`src/rtl/cs_pkg.sv`:
```
// -----------------------------------------------------------------------------
// cs_pkg
// Shared definitions for the CS window filter and its downstream result FIFO.
//   CS_DW       : width of one filter result word
//   CS_WIN      : filter window length; also the number of start-up results
//                 that are not yet meaningful
//   cs_result_t : one filter result word
// -----------------------------------------------------------------------------
package cs_pkg;

    localparam int CS_DW  = 10;
    localparam int CS_WIN = 9;

    typedef logic [CS_DW-1:0] cs_result_t;

endpackage : cs_pkg

```
`src/rtl/cs_sync_fifo.sv`:
```
// -----------------------------------------------------------------------------
// cs_sync_fifo
// Single-clock FIFO with a registered head word and an explicit level count.
//
// Handshake: the head entry is offered on rdata_o whenever valid_o=1; an
// entry is consumed on a rising edge where valid_o=1 and pop_i=1. pop_i while
// empty is ignored. A push is accepted when the FIFO is not full, or when it
// is full and a pop happens on the same edge.
//
// Ports:
//   clk_i    : clock, all state on rising edge
//   rst_i    : asynchronous active-high reset
//   push_i   : write request for wdata_i
//   wdata_i  : data to append at the tail
//   pop_i    : consumer accepts the head entry
//   rdata_o  : head entry (registered, 0 after reset)
//   valid_o  : FIFO holds at least one entry
//   full_o   : FIFO holds DEPTH entries
//   level_o  : entry count, 0..DEPTH
// -----------------------------------------------------------------------------
module cs_sync_fifo
    import cs_pkg::*;
#(
    parameter int DW    = CS_DW,
    parameter int DEPTH = 16
) (
    input  logic                     clk_i,
    input  logic                     rst_i,
    input  logic                     push_i,
    input  logic [DW-1:0]            wdata_i,
    input  logic                     pop_i,
    output logic [DW-1:0]            rdata_o,
    output logic                     valid_o,
    output logic                     full_o,
    output logic [$clog2(DEPTH):0]   level_o
);

    localparam int PW = $clog2(DEPTH);
    localparam int LW = PW + 1;

    logic [DW-1:0] mem_q [DEPTH];
    logic [PW-1:0] wr_ptr_q, wr_ptr_d;
    logic [PW-1:0] rd_ptr_q, rd_ptr_d;
    logic [LW-1:0] level_q, level_d;
    logic [DW-1:0] head_q, head_d;

    logic empty, full, do_push, do_pop;

    assign empty   = (level_q == '0);
    assign full    = (level_q == LW'(DEPTH));
    assign do_pop  = pop_i && !empty;
    // A pop frees the slot the push needs, so full does not block a push then.
    assign do_push = push_i && (!full || do_pop);

    always_comb begin
        wr_ptr_d = wr_ptr_q;
        rd_ptr_d = rd_ptr_q;
        level_d  = level_q;
        head_d   = head_q;

        // Pointers are PW bits wide and DEPTH is a power of two: natural wrap.
        if (do_push) wr_ptr_d = wr_ptr_q + 1'b1;
        if (do_pop)  rd_ptr_d = rd_ptr_q + 1'b1;

        case ({do_push, do_pop})
            2'b10:   level_d = level_q + LW'(1);
            2'b01:   level_d = level_q - LW'(1);
            default: level_d = level_q;
        endcase

        // The head register mirrors the storage slot at the read pointer.
        // The incoming word becomes the head when the FIFO is (or becomes)
        // otherwise empty; after a pop with two or more entries the next
        // stored word moves up. At full, wr_ptr equals rd_ptr, so the slot
        // being overwritten is never the one read here.
        if (do_push && (empty || (do_pop && level_q == LW'(1)))) begin
            head_d = wdata_i;
        end else if (do_pop && level_q >= LW'(2)) begin
            head_d = mem_q[rd_ptr_d];
        end
    end

    always_ff @(posedge clk_i or posedge rst_i) begin
        if (rst_i) begin
            wr_ptr_q <= '0;
            rd_ptr_q <= '0;
            level_q  <= '0;
            head_q   <= '0;
        end else begin
            wr_ptr_q <= wr_ptr_d;
            rd_ptr_q <= rd_ptr_d;
            level_q  <= level_d;
            head_q   <= head_d;
        end
    end

    // Storage needs no reset: a slot is always written before it is read.
    always_ff @(posedge clk_i) begin
        if (do_push) mem_q[wr_ptr_q] <= wdata_i;
    end

    assign rdata_o = head_q;
    assign valid_o = !empty;
    assign full_o  = full;
    assign level_o = level_q;

endmodule : cs_sync_fifo

```
`src/rtl/cs_result_fifo.sv`:
```
// -----------------------------------------------------------------------------
// cs_result_fifo
// Downstream stage of the CS window filter. Samples the filter result every
// clock, drops the results produced while the filter window is still filling
// after reset, buffers the rest and hands them to a consumer over valid/ready.
//
// Handshake: out_data is valid while out_valid=1; the entry is consumed on a
// rising edge with out_valid=1 and out_ready=1. While out_valid=1 and
// out_ready=0, out_data and out_valid hold. out_ready while out_valid=0 is
// ignored.
//
// Ports:
//   clk       : clock, all state on rising edge
//   reset     : asynchronous active-high reset
//   y_in      : filter result, sampled every rising edge
//   out_data  : FIFO head entry
//   out_valid : FIFO non-empty
//   out_ready : consumer accepts out_data this edge
//   level     : entry count, 0..DEPTH
//   warm      : warm-up complete; samples are being captured
//   overflow  : sticky, at least one capturable sample was dropped
// -----------------------------------------------------------------------------
module cs_result_fifo
    import cs_pkg::*;
#(
    parameter int DW     = CS_DW,
    parameter int DEPTH  = 16,
    parameter int WARMUP = CS_WIN
) (
    input  logic                     clk,
    input  logic                     reset,
    input  logic [DW-1:0]            y_in,
    output logic [DW-1:0]            out_data,
    output logic                     out_valid,
    input  logic                     out_ready,
    output logic [$clog2(DEPTH):0]   level,
    output logic                     warm,
    output logic                     overflow
);

    localparam int CW = (WARMUP < 1) ? 1 : $clog2(WARMUP + 1);
    // With no warm-up the very first sample after reset is already usable,
    // before the registered warm flag has had an edge to rise.
    localparam bit CAPTURE_FROM_FIRST = (WARMUP == 0);

    logic [CW-1:0] cnt_q, cnt_d;
    logic [CW:0]   cnt_inc;
    logic          warm_q, warm_d;
    logic          ovf_q, ovf_d;

    logic push_req;
    logic fifo_full;
    logic fifo_valid;

    assign cnt_inc  = {1'b0, cnt_q} + (CW + 1)'(1);
    assign push_req = warm_q || CAPTURE_FROM_FIRST;

    always_comb begin
        cnt_d  = cnt_q;
        warm_d = warm_q;
        // The counter stops once warm is set, which makes it saturate.
        if (!warm_q) begin
            cnt_d = cnt_inc[CW-1:0];
            if (cnt_inc >= (CW + 1)'(WARMUP)) warm_d = 1'b1;
        end

        // A capturable sample is lost only when full and nothing leaves.
        ovf_d = ovf_q || (push_req && fifo_full && !(out_ready && fifo_valid));
    end

    always_ff @(posedge clk or posedge reset) begin
        if (reset) begin
            cnt_q  <= '0;
            warm_q <= 1'b0;
            ovf_q  <= 1'b0;
        end else begin
            cnt_q  <= cnt_d;
            warm_q <= warm_d;
            ovf_q  <= ovf_d;
        end
    end

    cs_sync_fifo #(
        .DW    (DW),
        .DEPTH (DEPTH)
    ) u_fifo (
        .clk_i   (clk),
        .rst_i   (reset),
        .push_i  (push_req),
        .wdata_i (y_in),
        .pop_i   (out_ready),
        .rdata_o (out_data),
        .valid_o (fifo_valid),
        .full_o  (fifo_full),
        .level_o (level)
    );

    assign out_valid = fifo_valid;
    assign warm      = warm_q;
    assign overflow  = ovf_q;

endmodule : cs_result_fifo
```
`config.mk`:
```
export PLATFORM = sky130hd
export DESIGN_NAME = cs_result_fifo
export DESIGN_NICKNAME = d
export VERILOG_FILES = /design/src/rtl/cs_pkg.sv /design/src/rtl/cs_sync_fifo.sv /design/src/rtl/cs_result_fifo.sv
export SDC_FILE = /design/constraint.sdc
export NUM_CORES = 1
export LEC_CHECK = 0
export BUFFER_PORTS_ARGS = -buffer_cell sky130_fd_sc_hd__buf_2
export CAP_MARGIN = 10
export CORE_MARGIN = 1
export CORE_UTILIZATION = 60
export CTS_BUF_LIST = sky130_fd_sc_hd__clkbuf_4 sky130_fd_sc_hd__clkbuf_8
export CTS_CLUSTER_SIZE = 40
export DETAILED_ROUTE_END_ITERATION = 8
export GPL_TIMING_DRIVEN = 0
export HOLD_SLACK_MARGIN = 0.15
export PLACE_DENSITY = 0.86
export SYNTH_ARGS = -nofsm -noshare
export SYNTH_HDL_FRONTEND = slang
export SYNTH_SLANG_ARGS = --single-unit
```
`constraint.sdc`:
```
create_clock -name clk -period 2.85 [get_ports clk]
set_clock_uncertainty 0.1 [all_clocks]
set_input_delay 0.57 -clock clk [delete_from_list [all_inputs] [get_ports clk]]
set_output_delay 0.57 -clock clk [all_outputs]
set_load 0.01 [all_outputs]
```
==> impl_metrics.csv, run 1 <==
group,metric,value,unit
sta,max_slew.worst_pin.slew,0.806,ns
status,status,"complete, no violations",
clock_tree,clock-sinks,189,
yosys,synth_compound_area_share,8.76,%
floorplanning,pin_count,31,
flow_run,maxCapViolCount,0,
pwr,power.share.sequential,34.2,%
detailed_routing,wl,22400,microns
critical_path,cpMostUsedCell,"mux2i_1",
floorplanning,die_w,124,microns
yosys,synth-xor-area-share,1.88,%
yosys,yosysTopAreaCell,"edfxtp_1",
final_layout,final_nets,704,
detailed_routing,drt-pass1-iter-count,5,
worst_hold_path,min_path_type,"reg -> reg",
pwr,p_clk_share,16.0,%
critical_path,cpPeakStageDelay,0.76,ns
critical_path,crit_path_top_delay_cell,"clkdlybuf4s15_1",
pwr,ir_drop,489,uV
final_layout,seqCellArea,0.00553,sq mm
sta,fin_setup_tns,0,ns
detailed_routing,via_per_inst,6.77,
critical_path,cp_max_fo,10,
placement,port_buffers,29,
grt,antenna_found_initial,0,
grt,overflow,0,
pwr,p_int,6820,uW
placement,placed_cells,830,
floorplanning,initial_core_util,61.5,%
yosys,ys_seq_elements,189,
clock_tree,clock_latency,0.47,ns
pwr,p_per_area,1140,mW/mm^2
critical_path,cp-start-kind,"flip-flop",
grt,grt_pass1_wl,33100,microns
detailed_routing,wl_per_cell,25.6,microns
clock_tree,numCtsBuffers,17,
clock_tree,clk_path_buf_depth,2,
detailed_routing,drc,0,
grt,track_usage,30.5,%
critical_path,path_delay_family,"buffers and inverters",
sta,report.final.slew_viol_count,0,
yosys,synthFlopType,"edfxtp_1",
pwr,combPwrFrac,49.8,%
critical_path,crit_path_end_kind,"flip-flop",
sta,hold_viol_final,0,
yosys,synthMuxAreaShare,15.0,%
critical_path,cp.arrival,3.05,ns
final_layout,antenna_cells,0,
placement,gp_congestion,0.921,
floorplanning,die_area,0.0153,sq mm
final_layout,stdcell_count,875,
yosys,syn-cell-area,0.00890,sq mm
yosys,synth_top_family_by_area,"multiplexers",
grt,grt_max_degree,30,
final_layout,area_growth,12.8,%
yosys,yosysTopAreaCellShare,54.0,%
yosys,synth_area_per_cell,14.5,sq um
sta,period_needed,2.82,ns
yosys,synthesis.nets,639,
sta,final-setup-viol-count,0,
final_layout,fillers,900,
floorplanning,core_area,0.0145,sq mm
yosys,synthAdderAreaFrac,1.83,%
yosys,yosys_warnings,0,
clock_tree,htreeDepth,4,
clock_tree,ctsRootBufferMaster,"clkbuf_8",
pwr,swShare,40.3,%
sta,rsz0062_at_grt,"yes",
critical_path,worstPathRequired,3.08,ns
critical_path,crit_type,"reg -> reg",
yosys,ys_types,62,
critical_path,cp.buffers_inverters,2,
final_layout,layout-drive-gt1-share,26.0,%
clock_tree,cts.clk_slew.worst_paths,0.09,ns
yosys,synth_edf_count,160,
pwr,p_sw,4600,uW
yosys,synthSimpleGateAreaFrac,7.63,%
sta,fin_crit_sh,98.9,%
grt,grt_pass1_vias,5814,
sta,relSlewSlack,46.3,%
detailed_routing,via_count,5926,
detailed_routing,first_iter_violations,852,
floorplanning,fp.dieH,124,microns
yosys,netlist_instances,613,
clock_tree,cts_tree,"built",
yosys,synthTopCellsByArea,"edfxtp_1 (54%), dfrtp_1 (8.2%), mux2i_1 (7.5%)",
pwr,cellLeakagePower,0.00359,uW
yosys,synth_seq_area_share,62.1,%
sta,max_freq,355,MHz
placement,dp.final_hpwl,14900,microns
floorplanning,rows,44,
final_layout,multiInputGateArea,0.00327,sq mm
critical_path,path_cells,"buf_2 -> clkdlybuf4s15_1 -> mux2i_1 -> mux2i_1 -> mux2_2 -> a222oi_1 -> o211ai_1",
detailed_routing,final_antenna_net_count,0,
yosys,synthArstFlopShare,15.3,%
stage by stage:
step                total power [uW]  instance area [sq um]  setup slack, ns  hold slack [ns]  utilization, %
global route                   11900                  10000          -0.0754            0.390            69.3
detailed placement              9070                   9340           -0.355            0.359            64.5
CTS                            11000                   9870           -0.202            0.355            68.2
global placement                8870                   9280           -0.780            0.365            64.1
finish                         11400                  10000           0.0313            0.380            69.3
floorplan                       7510                   8900            0.154            0.363               -
cells by family (layout without fill, tap and decap cells):
family,after synthesis,after routing
adder cells (fa/ha/maj),13,13
flip-flops,189,189
XOR/XNOR,17,17
AO/OA/AOI/OAI,102,102
multiplexers,108,108
buffers and inverters,56,134
AND/OR/NAND/NOR,128,128
cells in the final DEF, fill, tap and decap left out, types with 8 or more instances in the layout:
cell,n
a211oi_1,16
a21oi_1,9
and3_1,9
buf_2,39
buf_4,17
clkbuf_1,11
clkbuf_8,17
dfrtp_1,27
edfxtp_1,160
ha_1,11
inv_1,10
mux2_2,22
mux2i_1,66
mux4_2,18
nand2_1,33
nand3_1,10
nor2_1,15
nor2b_1,16
o211ai_1,8
o21ai_0,9
xnor2_1,12
state kept, by name, indices dropped and copies added, names as in the netlist:
signal,cells
cnt_q,4
u_fifo.rdata_o,10
u_fifo.level_o,5
u_fifo.mem_q,160
overflow,1
warm,1
u_fifo.rd_ptr_q,4
u_fifo.wr_ptr_q,4
final timing paths:
| check | start | to | slack (ns) | cells past startpoint |
|---|---|---|---|---|
| setup / recovery | u_fifo.rd_ptr_q[1]$_DFF_PP0_ | u_fifo.rdata_o[6]$_DFFE_PP0P_ | 0.03 | 7 |
| hold / removal | overflow$_DFF_PP0_ | overflow$_DFF_PP0_ | 0.38 | 1 |
| setup reg to reg | u_fifo.rd_ptr_q[1]$_DFF_PP0_ | u_fifo.rdata_o[6]$_DFFE_PP0P_ | 0.03 | 7 |
| hold reg to reg | overflow$_DFF_PP0_ | overflow$_DFF_PP0_ | 0.38 | 1 |
| max in group asynchronous | reset | u_fifo.level_o[1]$_DFFE_PP0P_ | 1.68 | 4 |
| min in group asynchronous | reset | u_fifo.rdata_o[7]$_DFFE_PP0P_ | 0.52 | 3 |
synth_stat cells, types with 9 or more instances:
cell,n
mux2i_1,67
mux2_2,22
a211oi_1,16
nand2_1,34
nor2_1,27
buf_2,12
dfrtp_1,29
o21ai_0,9
a21oi_1,9
nand3_1,10
xnor2_1,12
nor2b_1,16
clkbuf_1,16
ha_1,13
mux4_2,18
and3_1,9
inv_1,12
edfxtp_1,160
layout make-up:
class | count | area share (%)
multi-input cells | 368 | 32.6
inverters | 16 | 0.598
flip-flops and latches | 189 | 55.1
well taps | 184 | 2.29
clock buffers | 21 | 2.63
repair buffers | 46 | 3.09
plain buffers | 40 | 2.24
clock inverters | 11 | 1.46
repair_timing:
item	in CTS	in global routing
setup buffers	6	5
hold endpoints to repair	0	11
endpoints found under the setup margin	135	138
pin swaps	2	2
hold buffers	0	1
cloned	0	0
gates resized for setup	31	35
power groups by stage:
stage	combinational (uW)	sequential [uW]	clock (uW)
floorplan	3570	3940	0
global placement	4940	3930	0
detailed placement	5110	3970	0
CTS	5320	3890	1820
global route	5980	3950	1930
finish	5680	3900	1830
worst register-to-register path, delay by kind of cell (launching register included):
family          cells  cell delay, ns
compound gates      2            0.48
flops               1            0.36
mux                 3            0.72
buf+inv             2            1.03
layer usage:
metal,vias to the layer above,share of wire (%),GRT usage [%]
li1,2526,-,-
met1,2933,39,41.3
met3,82,9.0,6.00
met5,-,0,0.347
met2,385,48,47.2
met4,0,3.9,15.4
No activity file was read; power rests on OpenSTA's default activity.
==> run 2: changes to the inputs <==
==> constraint.sdc (replaced) <==
create_clock -name clk -period 2.85 [get_ports clk]
set_clock_uncertainty 0.1 [all_clocks]
set_input_delay 0.57 -clock clk [delete_from_list [all_inputs] [get_ports clk]]
set_output_delay 0.57 -clock clk [all_outputs]
set_load 0.05 [all_outputs]
==> impl_metrics.csv, run 2 (synthesis gave the netlist of run 1 again) <==
group,metric,value,unit
placement,dpl_cell_area,0.00934,sq mm
floorplanning,initial_core_util,61.5,%
placement,placed_cells,829,
detailed_routing,wl,22700,microns
grt,grt_pass1_vias,5862,
worst_hold_path,min_path_type,"in -> reg",
final_layout,final_nets,701,
flow_run,maxCapViolCount,0,
final_layout,final_cell_mix,"edfxtp_1 (160), mux2i_1 (66), buf_2 (36)",
floorplanning,die_w,124,microns
sta,report.final.slew_viol_count,0,
placement,gp_congestion,0.885,
detailed_routing,top_layer,"met4",
sta,max_freq,352,MHz
final_layout,largest_reg_flops,160,
clock_tree,clock-sinks,189,
detailed_routing,drc,0,
critical_path,cpMostUsedCell,"inv_2",
grt,grt_max_degree,30,
floorplanning,rows,44,
final_layout,final_common_cell,"edfxtp_1",
critical_path,cp-start-kind,"flip-flop",
detailed_routing,routed-wl-met3,2330,microns
sta,final-setup-viol-count,0,
placement,pre_cts_ws,-0.385,ns
critical_path,crit_path_top_delay_cell,"clkbuf_1",
grt,antenna_found_initial,0,
clock_tree,clk_path_buf_depth,2,
clock_tree,clock_latency,0.48,ns
final_layout,stdcell_count,871,
detailed_routing,via_count,6039,
critical_path,cp.arrival,3.08,ns
sta,period_needed,2.84,ns
detailed_routing,drt-pass1-iter-count,6,
floorplanning,die_area,0.0153,sq mm
critical_path,path_cells,"inv_2 -> ha_4 -> nor4b_4 -> bufinv_8 -> nand2_4 -> inv_2 -> clkbuf_1 -> nand2_1 -> and3_1 -> o31ai_1 -> o211ai_1",
detailed_routing,via_per_inst,6.93,
detailed_routing,first_iter_violations,807,
grt,track_usage,31.4,%
floorplanning,core_area,0.0145,sq mm
critical_path,cpPeakStageDelay,0.52,ns
final_layout,design_area,0.0100,sq mm
critical_path,cp_max_fo,10,
critical_path,worstPathRequired,3.08,ns
pwr,p_per_area,1180,mW/mm^2
grt,grt_pass1_wl,34100,microns
clock_tree,htreeDepth,4,
final_layout,area_growth,12.6,%
detailed_routing,wl_met1,8380,microns
placement,dp.final_hpwl,15100,microns
status,status,"complete, no violations",
critical_path,crit_path_end_kind,"flip-flop",
sta,relSlewSlack,39.6,%
floorplanning,pin_count,31,
pwr,cellLeakagePower,0.00358,uW
detailed_routing,wl_per_cell,26.1,microns
final_layout,regMostFlops,"u_fifo.mem_q",
clock_tree,numCtsBuffers,17,
critical_path,cp.buffers_inverters,4,
detailed_routing,wl_met2,11200,microns
final_layout,utilization,69.2,%
floorplanning,fp.dieH,124,microns
detailed_routing,final_antenna_net_count,0,
critical_path,crit_type,"reg -> reg",
clock_tree,cts.clk_slew.worst_paths,0.10,ns
critical_path,path_delay_family,"buffers and inverters",
sta,hold_slack,0.385,ns
clock_tree,ctsRootBufferMaster,"clkbuf_8",
sta,fin_crit_sh,99.8,%
placement,port_buffers,29,
sta,fin_ws,0.00580,ns
grt,overflow,0,
pwr,ir_drop,588,uV
clock_tree,cts_tree,"built",
sta,hold_viol_final,0,
sta,rsz0062_at_grt,"yes",
final_layout,antenna_cells,0,
final_layout,layout-drive-gt1-share,25.6,%
sta,max_slew.worst_pin.slew,0.906,ns
==> run 2: changes by cell type in the layout (fill, tap and decap cells not counted), moves of 2 or more <==
cell       delta
nor2_4        -5
buf_12        +2
nor2_2        +5
a2111oi_0     +2
buf_4         -5
a2111oi_1     -2
clkbuf_1      +2
buf_2         -3
clkbuf_2      -2
==> run 2: layout make-up <==
class	instances	area, sq um
buffer	40	226
clock buffer	17	234
clock inverter	14	169
fill	912	4460
inverter	16	73.8
multi-input combinational	368	3250
sequential	189	5530
tap	184	230
timing repair buffer	43	305
==> run 2: where the power goes <==
group / internal, uW / switching (uW) / leakage (uW) / total [uW]
sequential: 3640 / 285 / 0.00179 / 3920
combinational: 2300 / 3780 / 0.00159 / 6080
clock: 862 / 960 / 0.000194 / 1820
==> run 2: worst paths after layout <==
path                                               startpoint                       endpoint  slack, ns  cells after the start
worst min-delay path                                  y_in[2]   u_fifo.mem_q[7][2]$_DFFE_PP_       0.39                      1
worst max-delay path            u_fifo.level_o[0]$_DFFE_PP0P_  u_fifo.rdata_o[6]$_DFFE_PP0P_      0.006                     11
worst max register to register  u_fifo.level_o[0]$_DFFE_PP0P_  u_fifo.rdata_o[6]$_DFFE_PP0P_      0.006                     11
max in group asynchronous                               reset  u_fifo.rdata_o[6]$_DFFE_PP0P_       1.51                      4
min in group asynchronous                               reset                 warm$_DFF_PP0_       0.61                      3
worst min register to register  u_fifo.rdata_o[8]$_DFFE_PP0P_  u_fifo.rdata_o[8]$_DFFE_PP0P_       0.43                      2
==> run 2: what timing repair did <==
| item | CTS | global route |
|---|---|---|
| pin swaps | 2 | 4 |
| hold endpoints to repair | 0 | 12 |
| endpoints found under the setup margin | 146 | 134 |
| hold buffers | 0 | 1 |
| buffers inserted | 3 | 6 |
| resized for setup | 26 | 31 |
==> run 2: metal layers <==
layer	up-vias	global-route usage [%]
met4	0	15.1
met1	2990	41.7
li1	2525	-
met2	450	49.7
met5	-	0.694
met3	74	6.68
==> run 2: stage by stage <==
stage	setup TNS, ns	power (uW)
6_report	0	11800
5_1_grt	-2.34	12300
4_1_cts	-9.63	11400
3_3_place_gp	-51.53	9280
2_1_floorplan	-0.0238	7880
3_5_place_dp	-37.59	9500
